<file path="src/rtl/id_arbiter_pkg.sv">
// rtl/id_arbiter_pkg.sv - shared encodings and ASCII classes for the identifier arbiter
package id_arbiter_pkg;

   typedef enum logic [1:0] {
      IDLE  = 2'd0,
      BUSY0 = 2'd1,
      BUSY1 = 2'd2
   } ctl_state_t;

   typedef enum logic [1:0] {
      S0 = 2'd0,
      SL = 2'd1,
      SD = 2'd2,
      SE = 2'd3
   } rec_state_t;

   localparam logic [7:0] DIGIT_LO = 8'd48;
   localparam logic [7:0] DIGIT_HI = 8'd57;
   localparam logic [7:0] UPPER_LO = 8'd65;
   localparam logic [7:0] UPPER_HI = 8'd90;
   localparam logic [7:0] LOWER_LO = 8'd97;
   localparam logic [7:0] LOWER_HI = 8'd122;

   function automatic logic is_letter(input logic [7:0] c);
      return ((c >= UPPER_LO) && (c <= UPPER_HI)) || ((c >= LOWER_LO) && (c <= LOWER_HI));
   endfunction

   function automatic logic is_digit(input logic [7:0] c);
      return (c >= DIGIT_LO) && (c <= DIGIT_HI);
   endfunction

endpackage

</file>
<file path="src/rtl/id_match.sv">
// rtl/id_match.sv - letters-then-digits recognizer shared by both requesters
module id_match
   import id_arbiter_pkg::*;
(
   input  logic       clk,
   input  logic       reset,
   input  logic       clr,
   input  logic       en,
   input  logic [7:0] char,
   output logic       acc
);

   rec_state_t st, st_nxt;

   always_comb begin
      st_nxt = st;
      if (clr) begin
         st_nxt = S0;
      end else if (en) begin
         case (st)
            S0:      st_nxt = is_letter(char) ? SL : SE;
            SL:      st_nxt = is_letter(char) ? SL : (is_digit(char) ? SD : SE);
            SD:      st_nxt = is_digit(char) ? SD : SE;
            default: st_nxt = SE;
         endcase
      end
   end

   // acc looks through the update so the caller sees the verdict on the character just taken
   assign acc = (st_nxt == SD);

   always_ff @(posedge clk or posedge reset) begin
      if (reset) st <= S0;
      else       st <= st_nxt;
   end

endmodule

</file>
<file path="src/rtl/id_arbiter.sv">
// rtl/id_arbiter.sv - round-robin owner of one identifier recognizer between two requesters
module id_arbiter
   import id_arbiter_pkg::*;
(
   input  logic       clk,
   input  logic       reset,
   input  logic       req0,
   input  logic       req1,
   input  logic [7:0] char0,
   input  logic [7:0] char1,
   input  logic       last0,
   input  logic       last1,
   output logic       gnt0,
   output logic       gnt1,
   output logic       done,
   output logic       result,
   output logic       owner,
   output logic [7:0] cnt0,
   output logic [7:0] cnt1
);

   ctl_state_t state, state_nxt;
   logic       ptr;
   logic       win;
   logic       en;
   logic       clr;
   logic       lst;
   logic       finish;
   logic       acc;
   logic [7:0] ch;

   always_ff @(posedge clk or posedge reset) begin
      if (reset) begin
         state  <= IDLE;
         ptr    <= 1'b1;
         done   <= 1'b0;
         result <= 1'b0;
         owner  <= 1'b0;
         cnt0   <= 8'd0;
         cnt1   <= 8'd0;
      end else begin
         state <= state_nxt;
         done  <= finish;
         if (finish) begin
            result <= acc;
            owner  <= (state == BUSY1);
            ptr    <= (state == BUSY1);
         end
         // counts trail done by one edge and saturate rather than wrap
         if (done && result) begin
            if (owner) cnt1 <= (cnt1 == 8'hFF) ? cnt1 : cnt1 + 8'd1;
            else       cnt0 <= (cnt0 == 8'hFF) ? cnt0 : cnt0 + 8'd1;
         end
      end
   end

   always_comb begin
      state_nxt = state;
      win       = (req0 && req1) ? ~ptr : req1;
      case (state)
         IDLE:    if (req0 || req1) state_nxt = win ? BUSY1 : BUSY0;
         BUSY0:   if (req0 && last0) state_nxt = IDLE;
         BUSY1:   if (req1 && last1) state_nxt = IDLE;
         default: state_nxt = IDLE;
      endcase
   end

   always_comb begin
      gnt0   = (state == BUSY0);
      gnt1   = (state == BUSY1);
      en     = (gnt0 && req0) || (gnt1 && req1);
      ch     = gnt1 ? char1 : char0;
      lst    = gnt1 ? last1 : last0;
      finish = en && lst;
      clr    = (state == IDLE);
   end

   id_match u_match (
      .clk   (clk),
      .reset (reset),
      .clr   (clr),
      .en    (en),
      .char  (ch),
      .acc   (acc)
   );

endmodule

</file>
<file path="config.mk">
export PLATFORM = sky130hd
export DESIGN_NAME = id_arbiter
export DESIGN_NICKNAME = d
export VERILOG_FILES = /design/src/rtl/id_arbiter_pkg.sv /design/src/rtl/id_match.sv /design/src/rtl/id_arbiter.sv
export SDC_FILE = /design/constraint.sdc
export NUM_CORES = 1
export LEC_CHECK = 0
export CORE_ASPECT_RATIO = 1.1
export CORE_MARGIN = 2
export CORE_UTILIZATION = 41
export DETAILED_ROUTE_END_ITERATION = 7
export PLACE_DENSITY = 0.83
export SLEW_MARGIN = 20
export SYNTH_ARGS = -nofsm -noshare
export SYNTH_HDL_FRONTEND = slang
export SYNTH_SLANG_ARGS = --single-unit
</file>
<file path="constraint.sdc">
create_clock -name clk -period 1.5 [get_ports clk]
set_input_delay 0.3 -clock clk [delete_from_list [all_inputs] [get_ports clk]]
set_output_delay 0.3 -clock clk [all_outputs]
set_load 0.02 [all_outputs]
</file>
-- Word level (Yosys, flattened, before mapping)
Index checks and enable logic that the tools add are counted.
- bits in registers: 24
- input bits: 22
- logic and storage cells: 62
- reductions and logical operators: 18
- mux-type cells: 14
- bitwise logic cells: 4
- order comparisons: 6
- $add $sub $neg: 2
- equality and inequality tests: 10
- operators with widths (kind ; count):
    $add 8x1->8 const B ; 2
    $eq 8x8->1 const B ; 2
    $ge 8x7->1 const B ; 2
    $le 8x7->1 const B ; 2
    $mux 2 ; 8
    $pmux 2 s3 ; 2
    $logic_and 1x1->1 ; 10
    $reduce_and 3->1 ; 3
    $ge 8x6->1 const B ; 1
    $le 8x6->1 const B ; 1
    $mux 8 ; 1
    $eq 2x2->1 const B ; 3
    $ne 2x1->1 const B ; 3
    $eq 2x1->1 const B ; 2
    $logic_not 2->1 ; 2
    $not 1->1 ; 4
    $logic_or 1x1->1 ; 3
    $mux 1 ; 3

-- Logic depth before layout (Yosys ltp)
- word-level depth: 10
- depth in mapped cells: 5
- gate-level depth less buffers: 5

-- Cells and area by module
Synthesis repeated with hierarchy kept, for this count alone.
- cell total of the unflattened synthesis: 142
- area total of the unflattened synthesis: 1420.1 sq um
- modules (own cells, without submodules) (module ; area an instance (sq um) ; times used ; seq. area each (sq um) ; cells each):
    id_arbiter ; 1234.9 ; 1 ; 551.8 ; 121
    id_match ; 185.2 ; 1 ; 50.0 ; 21

-- Least setup slack after synthesis
OpenSTA, ideal clock, no wires.
- path type: reg-to-reg
- start: register cnt0[0]
- end: register cnt0[1]
- arrival time: 1504 ps
- library setup time: 125 ps
- clock period less this slack: 1629 ps
- slack: -129 ps
- stages on the path, launching flop included: 5
- required time: 1375 ps
- cells stage by stage: dfrtp_1 ha_1 nand3_1 o2111ai_4 mux2_2
- word-level cells in the longest chain between the ends: 3
- elaborated cells between the ends (all ways): 4
- classes of those cells: add/sub (1); eq/ne (1); bitwise (1); reduce/logical (1)
- RTL lines (element ; RTL line ; source):
    start, declared ; id_arbiter.sv:18 ; output logic [7:0] cnt0,
    start signal, assigned ; id_arbiter.sv:52 ; else cnt0 <= (cnt0 == 8'hFF) ? cnt0 : cnt0 + 8'd1;
    branches (longest 3 deep; another with $add 8x1->8) ; - ;
Parallel ways; which one is timed is not known.
A chain may end at the register's enable or synchronous reset.

-- Final worst setup path
- start: register state[1]
- end: register u_match.st[1]
- word-level cells in the longest chain between the ends: 9
- elaborated cells between the ends (all ways): 19
- classes of those cells: order compare (4); eq/ne (2); mux (6); reduce/logical (7)
- RTL lines (element ; RTL line ; source):
    start, declared ; id_arbiter.sv:22 ; ctl_state_t state, state_nxt;
    start signal, assigned ; id_arbiter.sv:42 ; state <= state_nxt;
    $eq 2x2->1 ; id_arbiter.sv:70 ; gnt1 = (state == BUSY1);
    $mux 8 ; id_arbiter.sv:72 ; ch = gnt1 ? char1 : char0;
    $ge 8x7->1 / $le 8x7->1 (equally long branches) ; id_arbiter_pkg.sv:25 ; return ((c >= UPPER_LO) && (c <= UPPER_HI)) || ((c >= LOWER_LO) && (c <= LOWER_HI));
    $logic_and 1x1->1 ; id_arbiter_pkg.sv:25 ;
    $logic_or 1x1->1 ; id_arbiter_pkg.sv:25 ;
    $mux 2, on equally long branches ; id_match.sv:22, id_match.sv:21 ;
    $pmux 2 s3 ; id_match.sv:20 ; case (st)
    $mux 2 ; id_match.sv:19 ; end else if (en) begin
    $mux 2 (*) ; id_match.sv:17 ; if (clr) begin
    via u_match.st_nxt[1] ; id_match.sv:13 ; rec_state_t st, st_nxt;
    end signal, assigned ; id_match.sv:34 ; else st <= st_nxt;
    end, declared ; id_match.sv:13 ;
Mark *: on every way through the listed nets, which the timed path passes. The rest lies on a longest branch.

==> impl_results.md <==
* Crit end category: flip-flop
* Fill count at between 200 and 300
* First-pass GRT wire length at roughly 5.4 mm
* Leakage at a little over 0.001 uW
* Dpl cell area at ~0.0020 mm^2
* Drt total wl at around 3.3 mm
* Gate Count Post-Synth at roughly 130
* Logic pwr share at ~49%
* Drt via density at ~5.4
* Max-slew violations at 0
* Chip height at around 64 um
* Gr usage total at between 10% and 20%
* Mean Syn Cell Area at 10.5 um^2
* Fin. Hold Viols at 0
* CTS clock-pin slew for the worst setup and hold paths at between 0.1 and 0.15 ns
* Cell taking the most area after synthesis: dfrtp_1
* Count leader, synth: dfrtp_1
* Grt total ovfl at 0
* PwrDens at 1330 mW/mm^2
* Worst Tran Pin Value at 0.362 ns
* Syn_nets at approximately 150
* Setup Skew at 0.00310 ns
* Fin crit period at approximately 1.5 ns
* Max stage delay on crit path at 0.48 ns
* Core Footprint at roughly 0.0031 mm^2
* Area grow syn2layout at 50.3%
* Worst R2R Setup Slack at 0.02 ns
* Fraction of power spent switching nets at around 38%
* Synth cell types at between 40 and 50
* Wirelength per Cell at 14.5 um
* FF+latch count, synth at 24
* Number of synthesized flops with an enable pin at 0
* Synth Warn # at 0
* PortBufs at 42
* Sequential Power Share at 38.1%
* Outcome: complete, but fails checks
* FMAX at between 600 and 700 MHz
* Internal at ~1700 uW
* FFs w/ async S/R, synth at 100%
* DIE WIDTH at 58.7 um
* Detail Route Antenna Nets at 0
* Antenna fix cells at 0
* Final worst-path setup slack at 0.0234 ns
* Failing checks: DRC
* Register area share after synthesis at between 40% and 50%
* Hold WC Path Type: in2async
* Crit path arrival time at about 1.7 ns
* Max H-tree Level at 1
* Latest clock arrival within the worst-skew pair at 0.31 ns
* Clk root buf: clkbuf_4
* Relative slew margins at roughly three quarters
* # setup viols final at 0
* Initial Utilization at 43.5%
* Reg2Reg Depth at 6
* Vias in the first global route at between 1,000 and 1,500
* Reg2reg start: state[1]
* Fin area at between 0.002 and 0.0025 mm^2
* Max-cap violations at 0
* Vias post-DR at approximately 1,200
* CTS tree: done
* Deepest clock path buffer count at 2
* RSZ-0062 raised after global routing: true
* Iteration-0 DRC Markers at 31
* Worst Path Max Fanout at 5
* Period utilisation layout at just under 100%
* Slowest-stage cell, CP: dfrtp_2
* # DRC at 3
* Die ar. at 0.00376 mm^2
* Antenna violations before repair at 0
* GP Congestion at ~0.83
* Mapped Area at roughly 0.0013 mm^2
* Worst Setup SP: state[1]
* Synth Flop Type: dfrtp_1
* CP Class: reg2reg
* Post-DP HPWL at 2.62 mm
* Largest net degree at the start of global routing at 14
* Peak VDD IR at just over 0.7 mV
* Clock Sinks at 24
* Nets at 220
* Share of layout cells above drive strength 1 at approximately 26%
* Clock power frac at approximately an eighth
* Area contributors post-synth: dfrtp_1 (43%), xor2_1 (5.8%), nand2_1 (3.9%)
* Synth top area share at a little over two fifths
* Sw power at between 1000 and 1500 uW
* Worst slack, placed at -0.286 ns
* Layout Utilization at 65.4%
* Critical path, cell by cell: buf_6 -> nor4bb_1 -> a31oi_1 -> buf_4 -> nor2_1 -> a22oi_1
* Synth top cells by count: dfrtp_1 (23), nand2_1 (14), xor2_1 (9), nor2_1 (8)
* DR pass1 iterations at 6
* Crit start category: flip-flop
* Top Ports at between 40 and 50
* TritonCTS Buffers at 3
* Setup TNS at 0 ns
* Worst EP required at ~1.7 ns
* Num rows at 21
[logic make-up after synthesis]
group,count (synthesis),share of synthesized area (%)
xor+xnor,15,9.74
buf+inv,8,3.06
simple gates,57,24.6
compound gates,20,13.7
mux,3,2.41
flops,24,44.6
fa+ha+maj,2,1.85
[final cells by class]
type | instances | area [um^2] | area share, %
Inverter | 6 | 22.5 | 1.11
Multi-Input combinational cell | 97 | 754 | 37.2
Timing Repair Buffer | 64 | 564 | 27.8
Sequential cell | 24 | 607 | 29.9
Tap cell | 34 | 42.5 | 2.10
Clock buffer | 4 | 36.3 | 1.79
[final timing paths]
| check | endpoint |
|---|---|
| setup / recovery | u_match.st[1] |
| setup reg to reg | u_match.st[1] |
| hold / removal | u_match.st[0] |
| min in group clk | ptr |
| max in group asynchronous | cnt0[0] |
| hold reg to reg | ptr |
[worst max-delay path: cells and delay by family, from the launching register on]
kind            cells  cell delay [ns]
simple gates        2             0.15
flops               1             0.48
compound gates      2             0.45
buf+inv             2             0.32
[power groups by stage]
stage          combinational [uW]  clock [uW]  sequential [uW]
2_1_floorplan                 637           0             1130
3_3_place_gp                 1270           0             1020
3_5_place_dp                 1320           0             1040
4_1_cts                      1230         352             1020
5_1_grt                      1440         386             1060
6_report                     1330         342             1030
[routing by layer]
metal | vias up | track usage [%] | share of wire [%]
met2 | 42 | 34.1 | 52
met5 | - | 0 | 0
met3 | 6 | 3.44 | 5.9
met1 | 596 | 20.2 | 41
li1 | 601 | - | -
met4 | 0 | 5.68 | 1.3
[placed cells by master, fill, tap and decap left out, types with 2 or more instances in the layout]
| cell | count |
|---|---|
| a211oi_2 | 3 |
| a21oi_1 | 5 |
| and2_1 | 2 |
| and2b_1 | 2 |
| and3_1 | 4 |
| buf_4 | 22 |
| buf_6 | 2 |
| clkbuf_4 | 3 |
| clkdlybuf4s50_1 | 21 |
| dfrtp_1 | 19 |
| dfrtp_2 | 4 |
| dlygate4sd2_1 | 19 |
| inv_1 | 5 |
| nand2_1 | 14 |
| nand3_1 | 3 |
| nand3b_1 | 2 |
| nand4_1 | 4 |
| nand4b_1 | 2 |
| nor2_1 | 8 |
| nor3_1 | 4 |
| nor3_2 | 2 |
| nor3b_1 | 2 |
| o21ai_0 | 4 |
| xnor2_1 | 6 |
| xor2_1 | 9 |
[stage by stage]
stage | total power [uW] | instances | hold WS (ns)
global route | 2890 | 229 | 0.260
detailed placement | 2360 | 222 | 0.463
CTS | 2600 | 226 | 0.249
floorplan | 1760 | 129 | 0.314
finish | 2700 | 229 | 0.240
global placement | 2290 | 222 | 0.455
[registers in the layout (all words and copies together), names as in the netlist]
signal      flops
cnt1            8
ptr             1
owner           1
cnt0            8
result          1
u_match.st      2
state           2
done            1
[repair_timing]
action                     in CTS  in global routing
setup endpoints to repair      22                 11
hold buffers                    0                  0
gates resized for setup        28                 11
pin swaps                       1                  5
setup buffers                   0                  3
(Power assumes the default switching activity.)
==> patch (same settings) <==
Reset style: synchronous (`reset`), changed in 2 clocked blocks.
--- a/src/rtl/id_match.sv
+++ b/src/rtl/id_match.sv
@@ -29,7 +29,7 @@
    // acc looks through the update so the caller sees the verdict on the character just taken
    assign acc = (st_nxt == SD);
 
-   always_ff @(posedge clk or posedge reset) begin
+   always_ff @(posedge clk) begin
       if (reset) st <= S0;
       else       st <= st_nxt;
    end
--- a/src/rtl/id_arbiter.sv
+++ b/src/rtl/id_arbiter.sv
@@ -29,7 +29,7 @@
    logic       acc;
    logic [7:0] ch;
 
-   always_ff @(posedge clk or posedge reset) begin
+   always_ff @(posedge clk) begin
       if (reset) begin
          state  <= IDLE;
          ptr    <= 1'b1;
Check against the original RTL: differs if reset is asserted again (counterexample within 4 cycles, from zero or initial values and one cycle with reset high); with reset held inactive, the same outputs for 10 cycles.
==> patch against the unedited design <==
Synthesized area is 2.1% lower. Sequential share of layout area is 7.0 points lower. Setup slack worse by 0.0017 ns. Die area is 2.0% lower. Cell area is 4.9% higher. Critical path depth is 1 lower. Wire length is 14% higher. Highest routed layer unchanged. Sequential cell count stayed put.
Power is not compared: it rests on default switching activity, and its combinational part moved more than twofold at a synthesized area within 25%.
==> patch: results (changes against the unedited design) <==
| Metric | Value |
|---|---|
| Outcome | complete, no violations (was finished, violations left) |
| Cell depth of the worst flop-to-flop path | 5 (was 6) |
| Worst reg2reg path startpoint | cnt1[0]$_SDFFE_PP0P_ (was state[1]$_DFFE_PP0P_) |
| Clk_skew | 0.00461 ns (was 0.00310 ns) |
| Wirelength per Cell | 14.3 um (was 14.5 um) |
| DR iter-0 viols | 42 (was 31) |
| DP HPWL | 2880 um (was 2620 um) |
| Complex-gate fraction of the synthesized area | 0.228 (was 0.137) |
| Worst-path maximum fanout | 3 (was 5) |
| Global routing usage on met2 | 0.413 (was 0.341) |
| Fillers | 251 (was 262) |
| GPL Wtd Cong | 0.788 (was 0.834) |
| RR Endpoint | cnt1[7]$_SDFFE_PP0P_ (was u_match.st[1]$_DFF_PP0_) |
| Smallest hold slack | 0.515 ns (was 0.240 ns) |
| Slew at the pin with the worst max-slew slack | 0.366 ns (was 0.362 ns) |
| Vias in the first global route | 1578 (was 1286) |
| Critical Path AT | 1.72 ns (was 1.70 ns) |
| Final nets | 256 (was 220) |
| M1 GR Usage | 0.230 (was 0.202) |
| DR top layer | met4 (unchanged) |
| Routed wl met2 | 2110 um (was 1730 um) |
| R2R Setup Slk | 0.04 ns (was 0.02 ns) |
| Mux cell area share after synthesis | 0.0493 (was 0.0241) |
| Crit path launch | char0[2] (was state[1]$_DFFE_PP0P_) |
| Metal-1 WL | 1470 um (was 1350 um) |
| First-pass GRT wire length | 6360 um (was 5400 um) |
| Setup crit end | u_match.st[1]$_SDFF_PP0_ (was u_match.st[1]$_DFF_PP0_) |
| Sequential fraction of the synthesis area | 0.364 (was 0.446) |
| Distinct cell type count after synthesis | 48 (was 41) |
| Post-CTS setup buffers | 3 (was 0) |
| Mapped Nets | 179 (was 153) |
| Ranking of synthesized cells by area | dfxtp_1 36%, o21ai_0 4.2%, nor2_1 4.0%, a21oi_1 3.8%, mux2i_1 3.8% (was dfrtp_1 43%, xor2_1 5.8%, nand2_1 3.9%, xnor2_1 3.9%, nor3_1 2.2%) |
| Hold Crit Class | register to register (was input pin to asynchronous set/reset pin) |
| Number of vias per cell | 5.81 (was 5.44) |
| Layout cell share with drive strength beyond 1 | 0.264 (was 0.256) |
| XOR/XNOR Fraction of Synth Area | 0.0398 (was 0.0974) |
| Synth async-reset ratio | 0 (was 1.00) |
| Grt met3 use | 0.0144 (was 0.0344) |
| Post-Synth Adder-Cell Area | 0.0190 (was 0.0186) |
| Initial DRT Pass Iterations | 4 (was 6) |
-- patch: cell count changes after synthesis, moves of 6 or more --
cell and change:
dfxtp_1 +24, dfrtp_1 -23, xor2_1 -8, o21ai_0 +7
nor2_1 +6
-- patch: per-stage QoR --
step,std cells,TNS (ns),instance area (um2),worst slack [ns]
2_1_floorplan,155,0,1330,0.00124
6_report,265,0,2130,0.0216
3_5_place_dp,257,-1.74,2000,-0.306
5_1_grt,265,-0.118,2130,-0.0457
3_3_place_gp,257,-0.962,2000,-0.249
4_1_cts,264,-0.0378,2050,-0.0378
-- patch: critical path, cell delays in order --
cell and delay, ns:
clkdlybuf4s50_1 0.51, o21ai_0 0.13, mux2_4 0.28, o311a_1 0.35, o211ai_1 0.15
-- patch: cell type report --
type,count,area (um2),area share
multi-input cells,120,880,0.414
repair buffers,77,657,0.309
flip-flops and latches,24,488,0.230
well taps,34,42.5,0.0200
clock buffers,4,36.3,0.0171
inverters,6,22.5,0.0106
